File: src/rtl/mem_unit_sequencer.sv
// ----------------------------------------------------------------------------
// mem_unit_sequencer
//
// Memory execution unit behind the memory reservation station. It accepts one
// LD or STR at a time and runs it through a fixed MEM_LAT-cycle access to a
// small internal data memory (2**ADDR_W words of DATA_W bits).
//   - A LD result is offered on the CDB (cdb_req/cdb_gnt handshake). The
//     result is held stable until the arbiter grants it.
//   - A STR is written on the last access cycle. Its completion is then
//     reported to the ROB as a one-cycle st_done pulse.
// The unit keeps only one op in flight, so ordering is trivially in-order and
// a LD that follows a STR to the same address sees the stored value.
//
// Optional feature (compile-time macro MEM_STALL_CNT_EN):
//   Adds the stall_cnt output. It is an 8-bit saturating count of the cycles
//   in which a CDB request was pending and not granted.
//
// Ports
//   clk          clock; all state changes on its rising edge
//   rst          synchronous, active-high reset
//   req_valid    RS offers a ready LD/STR
//   req_ready    unit can take an op (IDLE only)
//   req_opcode   3'b101 = LD, 3'b110 = STR; anything else is flagged illegal
//   req_val      STR data (ignored for LD)
//   req_addr     memory address
//   req_rob_idx  ROB tag of the op
//   cdb_req      LD result pending broadcast
//   cdb_gnt      arbiter grant, only meaningful while cdb_req=1
//   cdb_rob_idx  tag of the LD result
//   cdb_val      LD data
//   st_done      one-cycle pulse: STR has been written
//   st_rob_idx   tag of the completed STR
//   illegal_op   one-cycle pulse: an accepted opcode was neither LD nor STR
//   stall_cnt    CDB stall count (MEM_STALL_CNT_EN only)
//   mem_busy     unit is not IDLE
// ----------------------------------------------------------------------------
module mem_unit_sequencer #(
    parameter int ADDR_W  = 2,
    parameter int DATA_W  = 3,
    parameter int ROB_W   = 2,
    parameter int MEM_LAT = 2
) (
    input  logic              clk,
    input  logic              rst,
    input  logic              req_valid,
    output logic              req_ready,
    input  logic [2:0]        req_opcode,
    input  logic [DATA_W-1:0] req_val,
    input  logic [ADDR_W-1:0] req_addr,
    input  logic [ROB_W-1:0]  req_rob_idx,
    output logic              cdb_req,
    input  logic              cdb_gnt,
    output logic [ROB_W-1:0]  cdb_rob_idx,
    output logic [DATA_W-1:0] cdb_val,
    output logic              st_done,
    output logic [ROB_W-1:0]  st_rob_idx,
    output logic              illegal_op,
`ifdef MEM_STALL_CNT_EN
    output logic [7:0]        stall_cnt,
`endif
    output logic              mem_busy
);

    localparam int DEPTH = 1 << ADDR_W;
    // The access counter only has to hold MEM_LAT-1.
    localparam int CNT_W = (MEM_LAT > 1) ? $clog2(MEM_LAT) : 1;

    localparam logic [2:0]       OP_LD    = 3'b101;
    localparam logic [2:0]       OP_STR   = 3'b110;
    localparam logic [CNT_W-1:0] CNT_LOAD = CNT_W'(MEM_LAT - 1);
    localparam logic [CNT_W-1:0] CNT_ZERO = {CNT_W{1'b0}};
    localparam logic [CNT_W-1:0] CNT_ONE  = CNT_W'(1);

    typedef enum logic [1:0] {
        ST_IDLE     = 2'd0,
        ST_ACCESS   = 2'd1,
        ST_CDB_WAIT = 2'd2,
        ST_ST_ACK   = 2'd3
    } state_t;

    state_t            state_r;
    state_t            state_nxt_s;

    logic [CNT_W-1:0]  cnt_r;
    logic              op_is_ld_r;
    logic [DATA_W-1:0] val_r;
    logic [ADDR_W-1:0] addr_r;
    logic [ROB_W-1:0]  rob_idx_r;
    logic [DATA_W-1:0] cdb_val_r;
    logic              illegal_r;
    logic [DATA_W-1:0] mem_r [DEPTH];

    logic              req_ready_s;
    logic              cdb_req_s;
    logic              st_done_s;
    logic              mem_busy_s;
    logic              accept_s;
    logic              op_legal_s;
    logic              last_access_s;

    // Accept an op whenever the RS offers one while the unit is idle.
    assign accept_s      = req_valid & req_ready_s;
    assign op_legal_s    = (req_opcode == OP_LD) | (req_opcode == OP_STR);
    assign last_access_s = (state_r == ST_ACCESS) & (cnt_r == CNT_ZERO);

    // State register.
    always_ff @(posedge clk) begin
        if (rst) begin
            state_r <= ST_IDLE;
        end else begin
            state_r <= state_nxt_s;
        end
    end

    // Next-state logic.
    always_comb begin
        state_nxt_s = state_r;
        case (state_r)
            ST_IDLE: begin
                // Illegal opcodes are consumed without leaving IDLE.
                if (accept_s && op_legal_s) begin
                    state_nxt_s = ST_ACCESS;
                end else begin
                    state_nxt_s = ST_IDLE;
                end
            end
            ST_ACCESS: begin
                if (cnt_r == CNT_ZERO) begin
                    state_nxt_s = op_is_ld_r ? ST_CDB_WAIT : ST_ST_ACK;
                end else begin
                    state_nxt_s = ST_ACCESS;
                end
            end
            ST_CDB_WAIT: begin
                // The stall on a missing grant has no upper bound.
                if (cdb_gnt) begin
                    state_nxt_s = ST_IDLE;
                end else begin
                    state_nxt_s = ST_CDB_WAIT;
                end
            end
            ST_ST_ACK: begin
                state_nxt_s = ST_IDLE;
            end
            default: begin
                state_nxt_s = ST_IDLE;
            end
        endcase
    end

    // Output decode. This depends on the state register only, so no input reaches an output combinationally.
    always_comb begin
        req_ready_s = 1'b0;
        cdb_req_s   = 1'b0;
        st_done_s   = 1'b0;
        mem_busy_s  = 1'b1;
        case (state_r)
            ST_IDLE: begin
                req_ready_s = 1'b1;
                mem_busy_s  = 1'b0;
            end
            ST_ACCESS: begin
                mem_busy_s  = 1'b1;
            end
            ST_CDB_WAIT: begin
                cdb_req_s   = 1'b1;
            end
            ST_ST_ACK: begin
                st_done_s   = 1'b1;
            end
            default: begin
                req_ready_s = 1'b0;
                mem_busy_s  = 1'b1;
            end
        endcase
    end

    // Latch the accepted op. The tag register also drives both ROB/CDB tag outputs.
    always_ff @(posedge clk) begin
        if (rst) begin
            op_is_ld_r <= 1'b0;
            val_r      <= {DATA_W{1'b0}};
            addr_r     <= {ADDR_W{1'b0}};
            rob_idx_r  <= {ROB_W{1'b0}};
        end else if (accept_s && op_legal_s) begin
            op_is_ld_r <= (req_opcode == OP_LD);
            val_r      <= req_val;
            addr_r     <= req_addr;
            rob_idx_r  <= req_rob_idx;
        end
    end

    // Access counter. It is loaded with MEM_LAT-1 on accept, so ACCESS lasts exactly MEM_LAT cycles.
    always_ff @(posedge clk) begin
        if (rst) begin
            cnt_r <= CNT_ZERO;
        end else if (accept_s && op_legal_s) begin
            cnt_r <= CNT_LOAD;
        end else if ((state_r == ST_ACCESS) && (cnt_r != CNT_ZERO)) begin
            cnt_r <= cnt_r - CNT_ONE;
        end
    end

    // Data memory. A STR writes on its last access cycle. Reset wins, so an interrupted STR never lands.
    always_ff @(posedge clk) begin
        if (rst) begin
            for (int i = 0; i < DEPTH; i++) begin
                mem_r[i] <= {DATA_W{1'b0}};
            end
        end else if (last_access_s && !op_is_ld_r) begin
            mem_r[addr_r] <= val_r;
        end
    end

    // LD result register. It holds its value through CDB_WAIT until the grant arrives.
    always_ff @(posedge clk) begin
        if (rst) begin
            cdb_val_r <= {DATA_W{1'b0}};
        end else if (last_access_s && op_is_ld_r) begin
            cdb_val_r <= mem_r[addr_r];
        end
    end

    // Illegal-opcode flag. It pulses for the one cycle after the offending accept.
    always_ff @(posedge clk) begin
        if (rst) begin
            illegal_r <= 1'b0;
        end else begin
            illegal_r <= accept_s & ~op_legal_s;
        end
    end

`ifdef MEM_STALL_CNT_EN
    logic [7:0] stall_cnt_r;

    // Saturating count of CDB cycles that were requested but not granted.
    always_ff @(posedge clk) begin
        if (rst) begin
            stall_cnt_r <= 8'd0;
        end else if (cdb_req_s && !cdb_gnt && (stall_cnt_r != 8'd255)) begin
            stall_cnt_r <= stall_cnt_r + 8'd1;
        end
    end

    assign stall_cnt = stall_cnt_r;
`endif

    assign req_ready   = req_ready_s;
    assign cdb_req     = cdb_req_s;
    assign st_done     = st_done_s;
    assign mem_busy    = mem_busy_s;
    assign cdb_rob_idx = rob_idx_r;
    assign cdb_val     = cdb_val_r;
    assign st_rob_idx  = rob_idx_r;
    assign illegal_op  = illegal_r;

endmodule

File: config.mk
export PLATFORM = sky130hd
export DESIGN_NAME = mem_unit_sequencer
export DESIGN_NICKNAME = d
export VERILOG_FILES = /design/src/rtl/mem_unit_sequencer.sv
export SDC_FILE = /design/constraint.sdc
export NUM_CORES = 1
export LEC_CHECK = 0
export ABC_CLOCK_PERIOD_IN_PS = 5100
export CORE_MARGIN = 3
export CORE_UTILIZATION = 30
export CTS_CLUSTER_DIAMETER = 60
export DETAILED_ROUTE_END_ITERATION = 12
export PLACE_DENSITY = 0.61
export SYNTH_ARGS = -nofsm -noshare
export SYNTH_HDL_FRONTEND = slang
export SYNTH_SLANG_ARGS = --single-unit
File: constraint.sdc
create_clock -name clk -period 5.1 [get_ports clk]
set_input_delay 1.02 -clock clk [delete_from_list [all_inputs] [get_ports clk]]
set_output_delay 1.02 -clock clk [all_outputs]
set_load 0.02 [all_outputs]
---- Word level (Yosys, flattened, before mapping) ----
Memory sizes are Yosys's and may differ from the RTL's. A register that Yosys moved wholly into a read port is not among the register bits.
Cells that the tools add are included.
W data, S select, Z words.
storage, ports and cells
  register bits after elaboration ......... 12
  RAM bits ................................ 12
  bits of input ports ..................... 14
  output and inout bits ................... 12
  memories kept ........................... 1
memories
  name   depth  width  read ports  clocked after memory_dff  write ports  line  text
  mem_r  4      3      1           1                         4            91    logic [DATA_W-1:0] mem_r [DEPTH];
cells by class
  add/subtract/negate cells ............... 1
  eq/ne operators ......................... 5
  muxes and demuxes ....................... 19
  bitwise gates (word level) .............. 6
  reduce and logical (&&, ||, !) cells .... 8
operators by type and width
  kind                   number
  $mux W1                14
  $pmux W2 S4            1
  $eq A3 B3 Y1 const B   2
  $mux W2                3
  $eq A2 B2 Y1 const B   2
  $logic_and A1 B1 Y1    4
  $and A1 B1 Y1          3
  $mux W3                1
  $reduce_or A3 Y1       1
  $eq A2 B1 Y1 const B   1
  $logic_not A2 Y1       1
  $not A1 Y1             2
  $reduce_bool A2 Y1     1
  $logic_not A1 Y1       1
  $or A1 B1 Y1           1
  $sub A1 B1 Y1 const B  1

---- Logic depth before layout (Yosys ltp) ----
Gate-level depths: netlist of run 1.
  depth in word-level cells ............... 8
  depth in mapped cells ................... 5

---- Worst setup path after synthesis of run 1 ----
No wires, ideal clock.
  kind .................................... input to register
  from .................................... in rst
  to ...................................... mem mem_r[1][0], enable pin
  library setup time ...................... 304 ps
  arrival ................................. 2078 ps
  data required time ...................... 4796 ps
  setup slack ............................. 2718 ps
  stages on the path ...................... 4
  path buffers ............................ 1
  cells stage by stage .................... or3_1 buf_2 or4b_4 nand2b_1
RTL lines
  element      line  text
  from (decl)  44    input logic rst,
  to (decl)    91

==> run metrics, run 1 <==
result of the run finished clean; synthesized area per cell 11.0 µm²; Final Hold Vio Count 0; cell with the largest stage delay on the worst path clkdlybuf4s50_1; TritonCTS clock tree yes; final total negative setup slack 0 ns; fraction of power consumed by combinational cells 0.135; number of setup buffers added after CTS 0; CTS Sinks 27; top flip-flop cell by instance count after synthesis dfxtp_1; number of nets produced by synthesis ~130; effective utilization at floorplan 0.326; flip-flop and latch count after synthesis 27; maximum clock skew at final layout 0.00265 ns; most frequent standard cell in the layout excluding fill and tap cells clkdlybuf4s50_1; async set-reset flop share out of synthesis 0; power dissipated by switching net loads approximately 95 µW; number of buffers added by the clock tree synthesis step 3; count of final max-slew check failures 0; FMAX 317 MHz; post-synthesis sequential area ratio 0.530; CTS max path bufs 2; Data required, critical path about 5 ns; global-route usage over all layers 0.104; routability-driven placement congestion ratio roughly 0.7; post-synthesis instance area about 1200 µm²; port buffer count 25; total power density per cell area ~270 nW/µm²; Clock Power Share 0.282; internal power of the cells about 320 µW; Tightest Pin Transition between 0.8 and 0.9 ns; Unique masters post-synth 33; area of the multi-input gates approximately 500 µm²; Gates resized, CTS repair 0; drc violations 0; core area 3830 µm²; fraction of layout cells with a size suffix above 1 0.0827; worst IR drop on VDD ~0.000099 V; final wirelength around 2400 µm; # H-tree levels 1; clock root buffer clkbuf_8; commonest non-fill, non-tap cells in the layout clkdlybuf4s50_1, dfxtp_1, edfxtp_1, nor2_1, inv_1; synth warn 0; initial antenna violation count 0; layout overhead on the synthesized area 25.2%; Net Sw Frac 0.230; area enclosed by the die boundary just under 5000 µm²; setup repair after global routing missed its margin no; Tcrit/Tclk final 0.618; number of synthesized flops with an enable pin 12; number of buffer and inverter stages on the critical path 1; leakage power total ~0.52 nW; Via Count about 860; total congestion overflow 0; total half-perimeter wirelength after legalization and detailed placement 1810 µm; final count of negative-setup-slack endpoints 0; number of antenna diodes 0; CP Launch Type input pin; Syn Inst Count roughly 110; Final Critical Period around 3.2 ns; share of power burned in registers 0.583; fill count about 360; number of iterations in the first detailed-routing pass 4; worst-skew pair later-pin latency ~0.26 ns; Worst-path clk slew around 0.090 ns; CP peak stage delay between 0.8 and 0.9 ns; 1st-iter DRT viols 35; die boundary width ~70 µm; total I/O pin count 26; number of core rows 22; Worst slew margin 0.405; wire length of the first global-routing pass roughly 4200 µm; die boundary height a little over 70 µm; number of global-route vias before repair about 920; pin count of the biggest net entering global routing 28; critical path class in2reg; Antenna Violating Nets Remaining 0; Total Nets Final 148; post-detailed-route via-to-cell ratio 4.74; cells traversed along the worst timing path clkdlybuf4s50_1 -> or3_1 -> or4b_4 -> nand2b_1; arrival time reported for the critical path endpoint ~3.1 ns; worst-path maximum fanout 27; end-of-flow core utilization 0.408; max-capacitance violation count 0; Hold Buf Count CTS 0; total area of sequential cells approximately 660 µm²; largest delay contributor family on the critical path simple AND/OR/NAND/NOR gates; worst hold path type reg2reg; Worst Setup End Kind flip-flop; wire length per cell 13.1 µm
==> tightest hold or removal path, cell delays in order (launching register included) <==
cell      delay, ns
dfxtp_1        0.33
nand2b_1       0.06
o21ai_0        0.06
==> final cells by class <==
| cell class | instances | area share |
|---|---|---|
| clock buffers | 4 | 0.0288 |
| well taps | 48 | 0.0385 |
| multi-input cells | 68 | 0.325 |
| inverters | 8 | 0.0192 |
| repair buffers | 26 | 0.165 |
| flip-flops and latches | 27 | 0.423 |
==> per-layer routing <==
layer,part of all wire,vias up,global-route usage
li1,-,445,-
met1,0.48,393,0.141
met2,0.48,18,0.170
met3,0.039,2,0.0216
met4,0.0046,0,0.0255
met5,0,-,0
==> cell families after synthesis <==
kind of cell,share of synthesized area
buf+inv,0.0632
flops,0.530
simple gates,0.226
xor+xnor,0.00702
mux,0.0863
compound gates,0.0883
==> synth_stat cells (2+ instances only) <==
| cell | count | area, µm² |
|---|---|---|
| nand4b_1 | 7 | 61.3 |
| buf_2 | 2 | 10.0 |
| o31ai_1 | 4 | 30.0 |
| nand2_1 | 2 | 7.51 |
| nor4_1 | 2 | 12.5 |
| a21oi_1 | 2 | 10.0 |
| and2_1 | 7 | 43.8 |
| inv_1 | 8 | 30.0 |
| nor2_1 | 8 | 30.0 |
| clkbuf_1 | 5 | 18.8 |
| edfxtp_1 | 12 | 360 |
| buf_4 | 2 | 15.0 |
| nand2b_1 | 5 | 31.3 |
| o21ai_0 | 4 | 20.0 |
| mux4_2 | 3 | 67.6 |
| dfxtp_1 | 15 | 300 |
| nor3_1 | 3 | 15.0 |
| mux2i_1 | 4 | 40.0 |
| nor2b_1 | 3 | 18.8 |
| nor4bb_1 | 2 | 20.0 |
==> path summary, 6_finish.rpt <==
kind / end / from / slack [ns] / cells past startpoint
max: mem_r[1][1]$_SDFFCE_PN0P_ / rst / 1.95 / 4
min: cdb_rob_idx[0]$_SDFFE_PP0P_ / cdb_rob_idx[0]$_SDFFE_PP0P_ / 0.50 / 2
max reg2reg: mem_r[1][1]$_SDFFCE_PN0P_ / op_is_ld_r$_SDFFE_PP0P_ / 3.29 / 3
min reg2reg: cdb_rob_idx[0]$_SDFFE_PP0P_ / cdb_rob_idx[0]$_SDFFE_PP0P_ / 0.50 / 2
==> through the flow <==
stage / std cells / hold WS (ns) / instance area (µm²) / worst slack [ns] / total power, mW
floorplan: 113 / 0.484 / 1250 / 2.72 / 0.278
global route: 181 / 0.545 / 1560 / 1.79 / 0.436
finish: 181 / 0.496 / 1560 / 1.95 / 0.414
CTS: 181 / 0.502 / 1560 / 1.96 / 0.420
detailed placement: 177 / 0.479 / 1520 / 1.68 / 0.303
global placement: 177 / 0.483 / 1520 / 1.73 / 0.302
==> power groups by stage <==
| stage | clock network (mW) | registers [mW] | logic [mW] |
|---|---|---|---|
| 3_5_place_dp | 0 | 0.247 | 0.0565 |
| 2_1_floorplan | 0 | 0.245 | 0.0338 |
| 5_1_grt | 0.132 | 0.243 | 0.0615 |
| 3_3_place_gp | 0 | 0.246 | 0.0556 |
| 4_1_cts | 0.121 | 0.242 | 0.0567 |
| 6_report | 0.117 | 0.242 | 0.0560 |
==> state kept, by name, summed over array words and instances (netlist names) <==
name and flops:
addr_r 2, mem_r 12, cnt_r 1, cdb_val 3
state_r 2, illegal_op 1, cdb_rob_idx 2, val_r 3
op_is_ld_r 1
Power figures use the tool's default switching activity.
==> run 2: changes to the inputs <==
--- a/config.mk
+++ b/config.mk
@@ -5,7 +5,7 @@
 export SDC_FILE = /design/constraint.sdc
 export NUM_CORES = 1
 export LEC_CHECK = 0
-export ABC_CLOCK_PERIOD_IN_PS = 5100
+export ABC_CLOCK_PERIOD_IN_PS = 3200
 export CORE_MARGIN = 3
 export CORE_UTILIZATION = 30
 export CTS_CLUSTER_DIAMETER = 60
==> constraint.sdc (replaced) <==
create_clock -name clk -period 3.2 [get_ports clk]
set_input_delay 0.64 -clock clk [delete_from_list [all_inputs] [get_ports clk]]
set_output_delay 0.64 -clock clk [all_outputs]
set_load 0.02 [all_outputs]
==> run metrics, run 2 (synthesized netlist as in run 1, its figures left out) <==
worst IR drop on VDD 0.000173 V (was 0.0000988 V); port buffer count 25 (unchanged); Top reg by flops mem_r (unchanged); 1st-iter DRT viols 31 (was 35); Worst Setup End Kind flip-flop (unchanged); Worst-path clk slew 0.09 ns (about the same); core area 3830 µm² (unchanged); clock root buffer clkbuf_8 (unchanged); total power density per cell area 425 nW/µm² (was 265 nW/µm²); number of core rows 22 (unchanged); total I/O pin count 26 (unchanged); layout overhead on the synthesized area 26.4% (was 25.2%); CP Launch Type input pin (unchanged); leakage power total 0.534 nW (was 0.524 nW); Data required, critical path 3.18 ns (was 5.08 ns); worst-path maximum fanout 6 (was 27); maximum clock skew at final layout 0.00247 ns (was 0.00265 ns); CTS Sinks 27 (unchanged); global-route usage over all layers 0.106 (was 0.104); # H-tree levels 1 (unchanged); FMAX approximately 460 MHz; final count of negative-setup-slack endpoints 0 (unchanged); critical path class in2reg (unchanged); Worst slew margin 0.434 (was 0.405); Via Count 902 (was 858); number of iterations in the first detailed-routing pass 4 (unchanged); initial antenna violation count 0 (unchanged); pre-CTS setup slack 0.740 ns (was 1.68 ns); area enclosed by the die boundary 4970 µm² (unchanged); end point of the most critical hold path cdb_rob_idx[0]$_SDFFE_PP0P_ (unchanged); FF-to-FF Start op_is_ld_r$_SDFFE_PP0P_ (unchanged); wire length per cell 13.9 µm (was 13.1 µm); routability-driven placement congestion ratio 0.746 (was 0.684); worst-skew pair later-pin latency 0.27 ns (was 0.26 ns); CP peak stage delay 0.53 ns (was 0.82 ns); die boundary height 70.5 µm (unchanged); number of antenna diodes 0 (unchanged); post-route total power 670 µW (was 414 µW); count of final max-slew check failures 0 (unchanged); wire length of the first global-routing pass 4240 µm (was 4200 µm); total half-perimeter wirelength after legalization and detailed placement 1910 µm (was 1810 µm); Hold Buf Count CTS 0 (unchanged); fraction of layout cells with a size suffix above 1 0.0963 (was 0.0827); number of stages on the worst hold path 2 (unchanged); Gates resized, CTS repair 0 (unchanged); Tightest Pin Transition 0.837 ns (was 0.881 ns); arrival time reported for the critical path endpoint 2.15 ns (was 3.13 ns); most frequent standard cell in the layout excluding fill and tap cells clkdlybuf4s50_1 (unchanged); final total negative setup slack 0 ns (unchanged); result of the run finished clean (unchanged); final wirelength 2540 µm (was 2380 µm); endpoint of the lowest-slack register-to-register path mem_r[1][1]$_SDFFCE_PN0P_ (unchanged); total congestion overflow 0 (unchanged); setup repair after global routing missed its margin no (unchanged); number of setup buffers added after CTS 0 (unchanged); worst reg2reg path depth 3 (unchanged); effective utilization at floorplan 0.326 (unchanged); drc violations 0 (unchanged); die boundary width 70.5 µm (unchanged); max-capacitance violation count 0 (unchanged); pin count of the biggest net entering global routing 27 (was 28); commonest non-fill, non-tap cells in the layout clkdlybuf4s50_1, dfxtp_1, edfxtp_1, nor2_1, inv_1 (unchanged); setup slack of the worst register-to-register path 1.37 ns (was 3.29 ns); CTS max path bufs 2 (unchanged); Tcrit/Tclk final 0.677; cell with the largest stage delay on the worst path or4b_4 (was clkdlybuf4s50_1); post-detailed-route via-to-cell ratio 4.93 (was 4.74); Final Worst Setup Slack 1.03 ns (was 1.95 ns); worst hold path type reg2reg (unchanged); number of global-route vias before repair 906 (was 918); TritonCTS clock tree yes (unchanged); Final Hold Vio Count 0 (unchanged); Antenna Violating Nets Remaining 0 (unchanged); cells traversed along the worst timing path clkdlybuf4s50_1 -> or3_1 -> or4b_4 -> nand2b_1 (unchanged); Final Critical Period roughly 2.2 ns; source of the worst hold timing path cdb_rob_idx[0]$_SDFFE_PP0P_ (unchanged); number of flip-flops in the largest register 12 (unchanged); number of buffers added by the clock tree synthesis step 3 (unchanged); Total Nets Final 150 (was 148)
## run 2: per-stage QoR
step           std cells  cell area [µm²]   util  hold WS (ns)
2_1_floorplan        113             1250      -         0.484
3_3_place_gp         179             1530  0.400         0.472
3_5_place_dp         179             1530  0.400         0.486
4_1_cts              183             1580  0.412         0.516
5_1_grt              183             1580  0.412         0.542
6_report             183             1580  0.412         0.505
## run 2: worst max path at each step
stage	from	endpoint	slack, ns	depth (start not counted)
2_1_floorplan	rst	mem_r[1][0]$_SDFFCE_PN0P_	1.20	4
3_3_place_gp	rst	mem_r[1][0]$_SDFFCE_PN0P_	0.77	4
3_5_place_dp	rst	mem_r[1][1]$_SDFFCE_PN0P_	0.74	4
4_1_cts	rst	mem_r[1][1]$_SDFFCE_PN0P_	1.03	4
5_1_grt	state_r[0]$_SDFF_PP0_	req_ready	0.95	2
6_report	rst	mem_r[1][1]$_SDFFCE_PN0P_	1.03	4
## run 2: worst max-delay path: cells and delay by family
family | cells | cell delay, ns
AND/OR/NAND/NOR | 3 | 1.09
buffers and inverters | 1 | 0.41
## run 2: power breakdown
group          leakage, nW  switching (mW)  internal [mW]
Combinational        0.265          0.0447         0.0487
Sequential           0.246          0.0122          0.373
Clock               0.0228           0.102         0.0892
## run 2: per-layer routing
layer,routed length [µm],global-route usage,part of all wire,vias to the layer above
li1,-,-,-,448
met1,1160,0.135,0.46,432
met2,1250,0.181,0.49,19
met3,97,0.0216,0.038,3
met4,29,0.0319,0.011,0
met5,0,0,0,-
## run 2: cell type report
| type | count | area, µm² |
|---|---|---|
| Inverter | 8 | 30.0 |
| Timing Repair Buffer | 28 | 273 |
| Clock buffer | 4 | 45.0 |
| Sequential cell | 27 | 661 |
| Fill cell | 368 | 2250 |
| Multi-Input combinational cell | 68 | 508 |
| Tap cell | 48 | 60.1 |
==> run 3: changes to the inputs <==
--- a/config.mk
+++ b/config.mk
@@ -5,12 +5,12 @@
 export SDC_FILE = /design/constraint.sdc
 export NUM_CORES = 1
 export LEC_CHECK = 0
-export ABC_CLOCK_PERIOD_IN_PS = 3200
+export ABC_CLOCK_PERIOD_IN_PS = 1800
 export CORE_MARGIN = 3
 export CORE_UTILIZATION = 30
 export CTS_CLUSTER_DIAMETER = 60
 export DETAILED_ROUTE_END_ITERATION = 12
-export PLACE_DENSITY = 0.61
+export PLACE_DENSITY = 0.63
 export SYNTH_ARGS = -nofsm -noshare
 export SYNTH_HDL_FRONTEND = slang
 export SYNTH_SLANG_ARGS = --single-unit
==> constraint.sdc (replaced) <==
create_clock -name clk -period 1.8 [get_ports clk]
set_input_delay 0.36 -clock clk [delete_from_list [all_inputs] [get_ports clk]]
set_output_delay 0.36 -clock clk [all_outputs]
set_load 0.02 [all_outputs]
==> run metrics, run 3 (synthesized netlist as in run 1, its figures left out) <==
CP Launch Type input pin (unchanged); worst-skew pair later-pin latency 0.27 ns (about the same); number of global-route vias before repair 981 (was 906); Antenna Violating Nets Remaining 0 (unchanged); post-detailed-route via-to-cell ratio 4.82 (was 4.93); Worst-path clk slew 0.09 ns (about the same); core area 3830 µm² (unchanged); number of core rows 22 (unchanged); setup slack of the worst register-to-register path 0.19 ns (was 1.37 ns); pin count of the biggest net entering global routing 27 (unchanged); die boundary height 70.5 µm (unchanged); port buffer count 25 (unchanged); endpoint of the lowest-slack register-to-register path mem_r[2][2]$_SDFFCE_PN0P_ (was mem_r[1][1]$_SDFFCE_PN0P_); maximum clock skew at final layout 0.00223 ns (was 0.00247 ns); Tcrit/Tclk final 0.966; total I/O pin count 26 (unchanged); leakage power total 0.603 nW (was 0.534 nW); source of the worst hold timing path cdb_rob_idx[1]$_SDFFE_PP0P_ (was cdb_rob_idx[0]$_SDFFE_PP0P_); CTS Sinks 27 (unchanged); final count of negative-setup-slack endpoints 0 (unchanged); die boundary width 70.5 µm (unchanged); placed cell count 189 (was 179); final design instance area without fill 1660 µm² (was 1580 µm²); clock root buffer clkbuf_8 (unchanged); area of placed instances 1610 µm² (was 1530 µm²); effective utilization at floorplan 0.326 (unchanged); # H-tree levels 1 (unchanged); wire length per cell 13.3 µm (was 13.9 µm); fraction of layout cells with a size suffix above 1 0.172 (was 0.0963); number of cells in the finished layout apart from fillers 193 (was 183); arrival time reported for the critical path endpoint 1.73 ns (was 2.15 ns); number of antenna diodes 0 (unchanged); end point of the most critical hold path cdb_rob_idx[1]$_SDFFE_PP0P_ (was cdb_rob_idx[0]$_SDFFE_PP0P_); routability-driven placement congestion ratio 0.726 (was 0.746); fill count 365 (was 368); total congestion overflow 0 (unchanged); layout overhead on the synthesized area 33.1% (was 26.4%); Worst Setup End Kind flip-flop (unchanged); worst-path maximum fanout 3 (was 6); Top reg by flops mem_r (unchanged); setup repair after global routing missed its margin no (unchanged); total power density per cell area 727 nW/µm² (was 425 nW/µm²); FMAX about 570 MHz; hold slack 0.495 ns (was 0.505 ns); total area of sequential cells 661 µm² (unchanged); total half-perimeter wirelength after legalization and detailed placement 1970 µm (was 1910 µm); area of the multi-input gates 522 µm² (was 508 µm²); FF-to-FF Start op_is_ld_r$_SDFFE_PP0P_ (unchanged); number of stages on the worst hold path 2 (unchanged); number of flip-flops in the largest register 12 (unchanged); number of iterations in the first detailed-routing pass 4 (unchanged); Data required, critical path 1.80 ns (was 3.18 ns); worst hold path type reg2reg (unchanged); CTS max path bufs 2 (unchanged); worst reg2reg path depth 4 (was 3); area enclosed by the die boundary 4970 µm² (unchanged); TritonCTS clock tree yes (unchanged); 1st-iter DRT viols 25 (was 31); Total Nets Final 160 (was 150); Final Critical Period 1.74 ns; Hold Buf Count CTS 0 (unchanged); result of the run finished clean (unchanged); most frequent standard cell in the layout excluding fill and tap cells clkdlybuf4s50_1 (unchanged); max-capacitance violation count 0 (unchanged); critical path class in2reg (unchanged); commonest non-fill, non-tap cells in the layout clkdlybuf4s50_1, dfxtp_1, buf_4, edfxtp_1 (was clkdlybuf4s50_1, dfxtp_1, edfxtp_1, nor2_1, inv_1); Final Hold Vio Count 0 (unchanged); wire length of the first global-routing pass 4410 µm (was 4240 µm); worst IR drop on VDD 0.000354 V (was 0.000173 V); count of final max-slew check failures 0 (unchanged); Worst slew margin 0.703 (was 0.434); drc violations 0 (unchanged); Via Count 931 (was 902); Tightest Pin Transition 0.445 ns (was 0.837 ns); number of buffers added by the clock tree synthesis step 3 (unchanged); initial antenna violation count 0 (unchanged); final wirelength 2570 µm (was 2540 µm); global-route usage over all layers 0.110 (was 0.106)
run 3: cell types whose count changed in the layout (fill, tap and decap cells not counted), sizes merged:
cell | before | now
buf | 3 | 13
clkdlybuf4s50 | 25 | 21
dlygate4sd2 | 0 | 4
run 3: worst max-delay path, stage by stage:
cell             delay [ns]
clkdlybuf4s50_1        0.42
or3_1                  0.33
or4b_4                 0.52
nand2b_4               0.10
run 3: through the flow:
step	util	power, mW	setup TNS (ns)	worst slack [ns]
4_1_cts	0.430	1.21	0	0.0178
3_3_place_gp	0.420	0.878	-2.38	-0.235
3_5_place_dp	0.420	0.885	-3.12	-0.274
6_report	0.434	1.21	0	0.0608
2_1_floorplan	-	0.789	0	0.0583
5_1_grt	0.434	1.26	0	0.0107
run 3: routing by layer:
metal	GRT usage	routed length, µm
met1	0.137	1140
met2	0.190	1300
met3	0.0273	100
met4	0.0255	23
met5	0	0
run 3: timing repair:
action                     CTS  global route
setup endpoints to repair    4             6
gates cloned                 0             0
gates resized for setup      4             2
pin swaps                    0             0
setup buffers                0             0
run 3: final cells by class:
| cell class | instances | area share |
|---|---|---|
| flip-flops and latches | 27 | 0.398 |
| multi-input cells | 68 | 0.314 |
| repair buffers | 38 | 0.206 |
| well taps | 48 | 0.0362 |
| clock buffers | 4 | 0.0271 |
| inverters | 8 | 0.0181 |
run 3: how the worst max path moves through the flow:
stage,start,end,slack (ns),cells past startpoint
finish,rst,mem_r[1][1]$_SDFFCE_PN0P_,0.06,4
global route,rst,mem_r[1][0]$_SDFFCE_PN0P_,0.01,5
CTS,rst,mem_r[1][1]$_SDFFCE_PN0P_,0.02,4
detailed placement,rst,mem_r[1][2]$_SDFFCE_PN0P_,-0.27,4
global placement,rst,mem_r[1][0]$_SDFFCE_PN0P_,-0.24,4
floorplan,op_is_ld_r$_SDFFE_PP0P_,mem_r[1][0]$_SDFFCE_PN0P_,0.06,4
run 3: power by group:
part / total (mW) / switching, mW / internal (mW) / leakage, nW
combinational: 0.185 / 0.0865 / 0.0989 / 0.335
clock: 0.340 / 0.182 / 0.158 / 0.0228
sequential: 0.681 / 0.0182 / 0.663 / 0.246
==> RTL change (flow settings as in run 2) <==
The option `MEM_STALL_CNT_EN` is turned on by a define.
--- a/src/rtl/mem_unit_sequencer.sv
+++ b/src/rtl/mem_unit_sequencer.sv
@@ -36,2 +36,4 @@
 // ----------------------------------------------------------------------------
+`define MEM_STALL_CNT_EN
+
 module mem_unit_sequencer #(
Formal check against the unedited RTL (old outputs only; new: stall_cnt): equivalent (Yosys induction, for registers that start in step).
==> RTL change against run 2 <==
- area after synthesis increased by 28%
- setup slack got worse by 0.17 ns
- total power increased by 39%
- largest cell class unchanged
- combinational power about the same
- critical path type is now register to output port
- routed wire length increased by 28%
- sequential cell count increased by 8
- cell area increased by 32%
==> RTL change: results (changes against run 2) <==
| Metric | Value |
|---|---|
| Most frequent cells after synthesis | dfxtp_1, nor2_1, edfxtp_1, mux2i_1 |
| GRT Total Usage | 0.115 (+0.00832) |
| Multi-input combinational area share | 0.340 (+0.0173) |
| Multi-input gates | 100 (+47%) |
| I/O Buffers | 33 (+32%) |
| Slew @ Worst Pin | 0.498 ns (-0.339 ns) |
| Share of post-route cells with drive strength above 1 | 0.103 (+0.00641) |
| WL/cell | 13.0 um (-6.7%) |
| Switching Fraction | 0.232 (-0.00598) |
| #FFs+latches synth | 35 (+30%) |
| Grt met2 use | 0.166 (-0.0145) |
| Multi-input gate area | 707 sq um (+39%) |
| Leakage | 0.770 nW (+44%) |
| Cell count after synthesis | 151 (+34%) |
| Clock net power | 0.354 mW (+84%) |
| Worst-Skew Late Latency | 0.29 ns (+0.02 ns) |
| Post-synthesis sequential area ratio | 0.514 (-0.0155) |
| Total global routing overflow | 0 (unchanged) |
| Final core occ | 0.421 (+0.00923) |
| Wire length on met3 | 134 um (+38%) |
| Seq/total area | 0.394 (-0.0248) |
| Largest net degree at the start of global routing | 26 (-3.7%) |
| Layout clock area frac | 0.0493 (+0.0207) |
| Top cells by area, synth | dfxtp_1, edfxtp_1, mux2i_1 |
| Filler cell count | 497 (+35%) |
| Post-Layout Cell Count | 252 (+38%) |
| Peak VDD IR | 0.228 mV (+32%) |
| Mapped Nets | 166 (+31%) |
| Sequential power share | 0.521 (-0.054) |
| Antenna fix cells | 0 (unchanged) |
| Final Wtd Congestion | 0.776 (+4.0%) |
| Status | finished, final reports clean |
| Skew final | 0.00871 ns (+0.00623 ns) |
| Via density | 4.77 (-3.3%) |
| Clk slew on worst S/H paths | 0.07 ns (-0.02 ns) |
| Clkbuf count | 7 (+3) |
| Met1 Use GR | 0.150 (+0.0152) |
| First-pass GRT wire length | 5450 um (+28%) |
| Metal2 WL | 1430 um (+14%) |
| Placed Cells | 244 (+36%) |
| 1st-iter DRT viols | 96 (+210%) |
| P_seq | 0.486 mW (+26%) |
| Data buffer area share | 0.162 (-0.0108) |
| Netlist cell types | 39 (+18%) |
| Worst slack, placed | 0.839 ns (+0.0996 ns) |
| M1 wire length | 1620 um (+40%) |
| Nets | 199 (+33%) |
## RTL change: final timing paths
path	depth (start not counted)	startpoint	slack, ns	to
worst max register to register	3	addr_r[1]	1.40	mem_r[1][0]
worst min register to register	2	cdb_val[0]	0.50	cdb_val[0]
worst min-delay path	2	cdb_val[0]	0.50	cdb_val[0]
worst max-delay path	2	state_r[0]	0.86	req_ready
## RTL change: critical path: stages (launching register included)
cell and delay [ns]:
dfxtp_1 0.37, nor2_1 0.36, clkdlybuf4s50_1 0.69
## RTL change: cells by family (layout without fill, tap and decap cells)
| logic type | count (synthesis) | after routing | share of synthesized area |
|---|---|---|---|
| XOR/XNOR | 3 | 3 | 0.0165 |
| adder cells (fa/ha/maj) | 1 | 1 | 0.00784 |
| buffers and inverters | 16 | 50 | 0.0431 |
| flip-flops | 35 | 35 | 0.514 |
| multiplexers | 15 | 15 | 0.118 |
| AND/OR/NAND/NOR | 64 | 64 | 0.227 |
| AO/OA/AOI/OAI | 17 | 17 | 0.0737 |
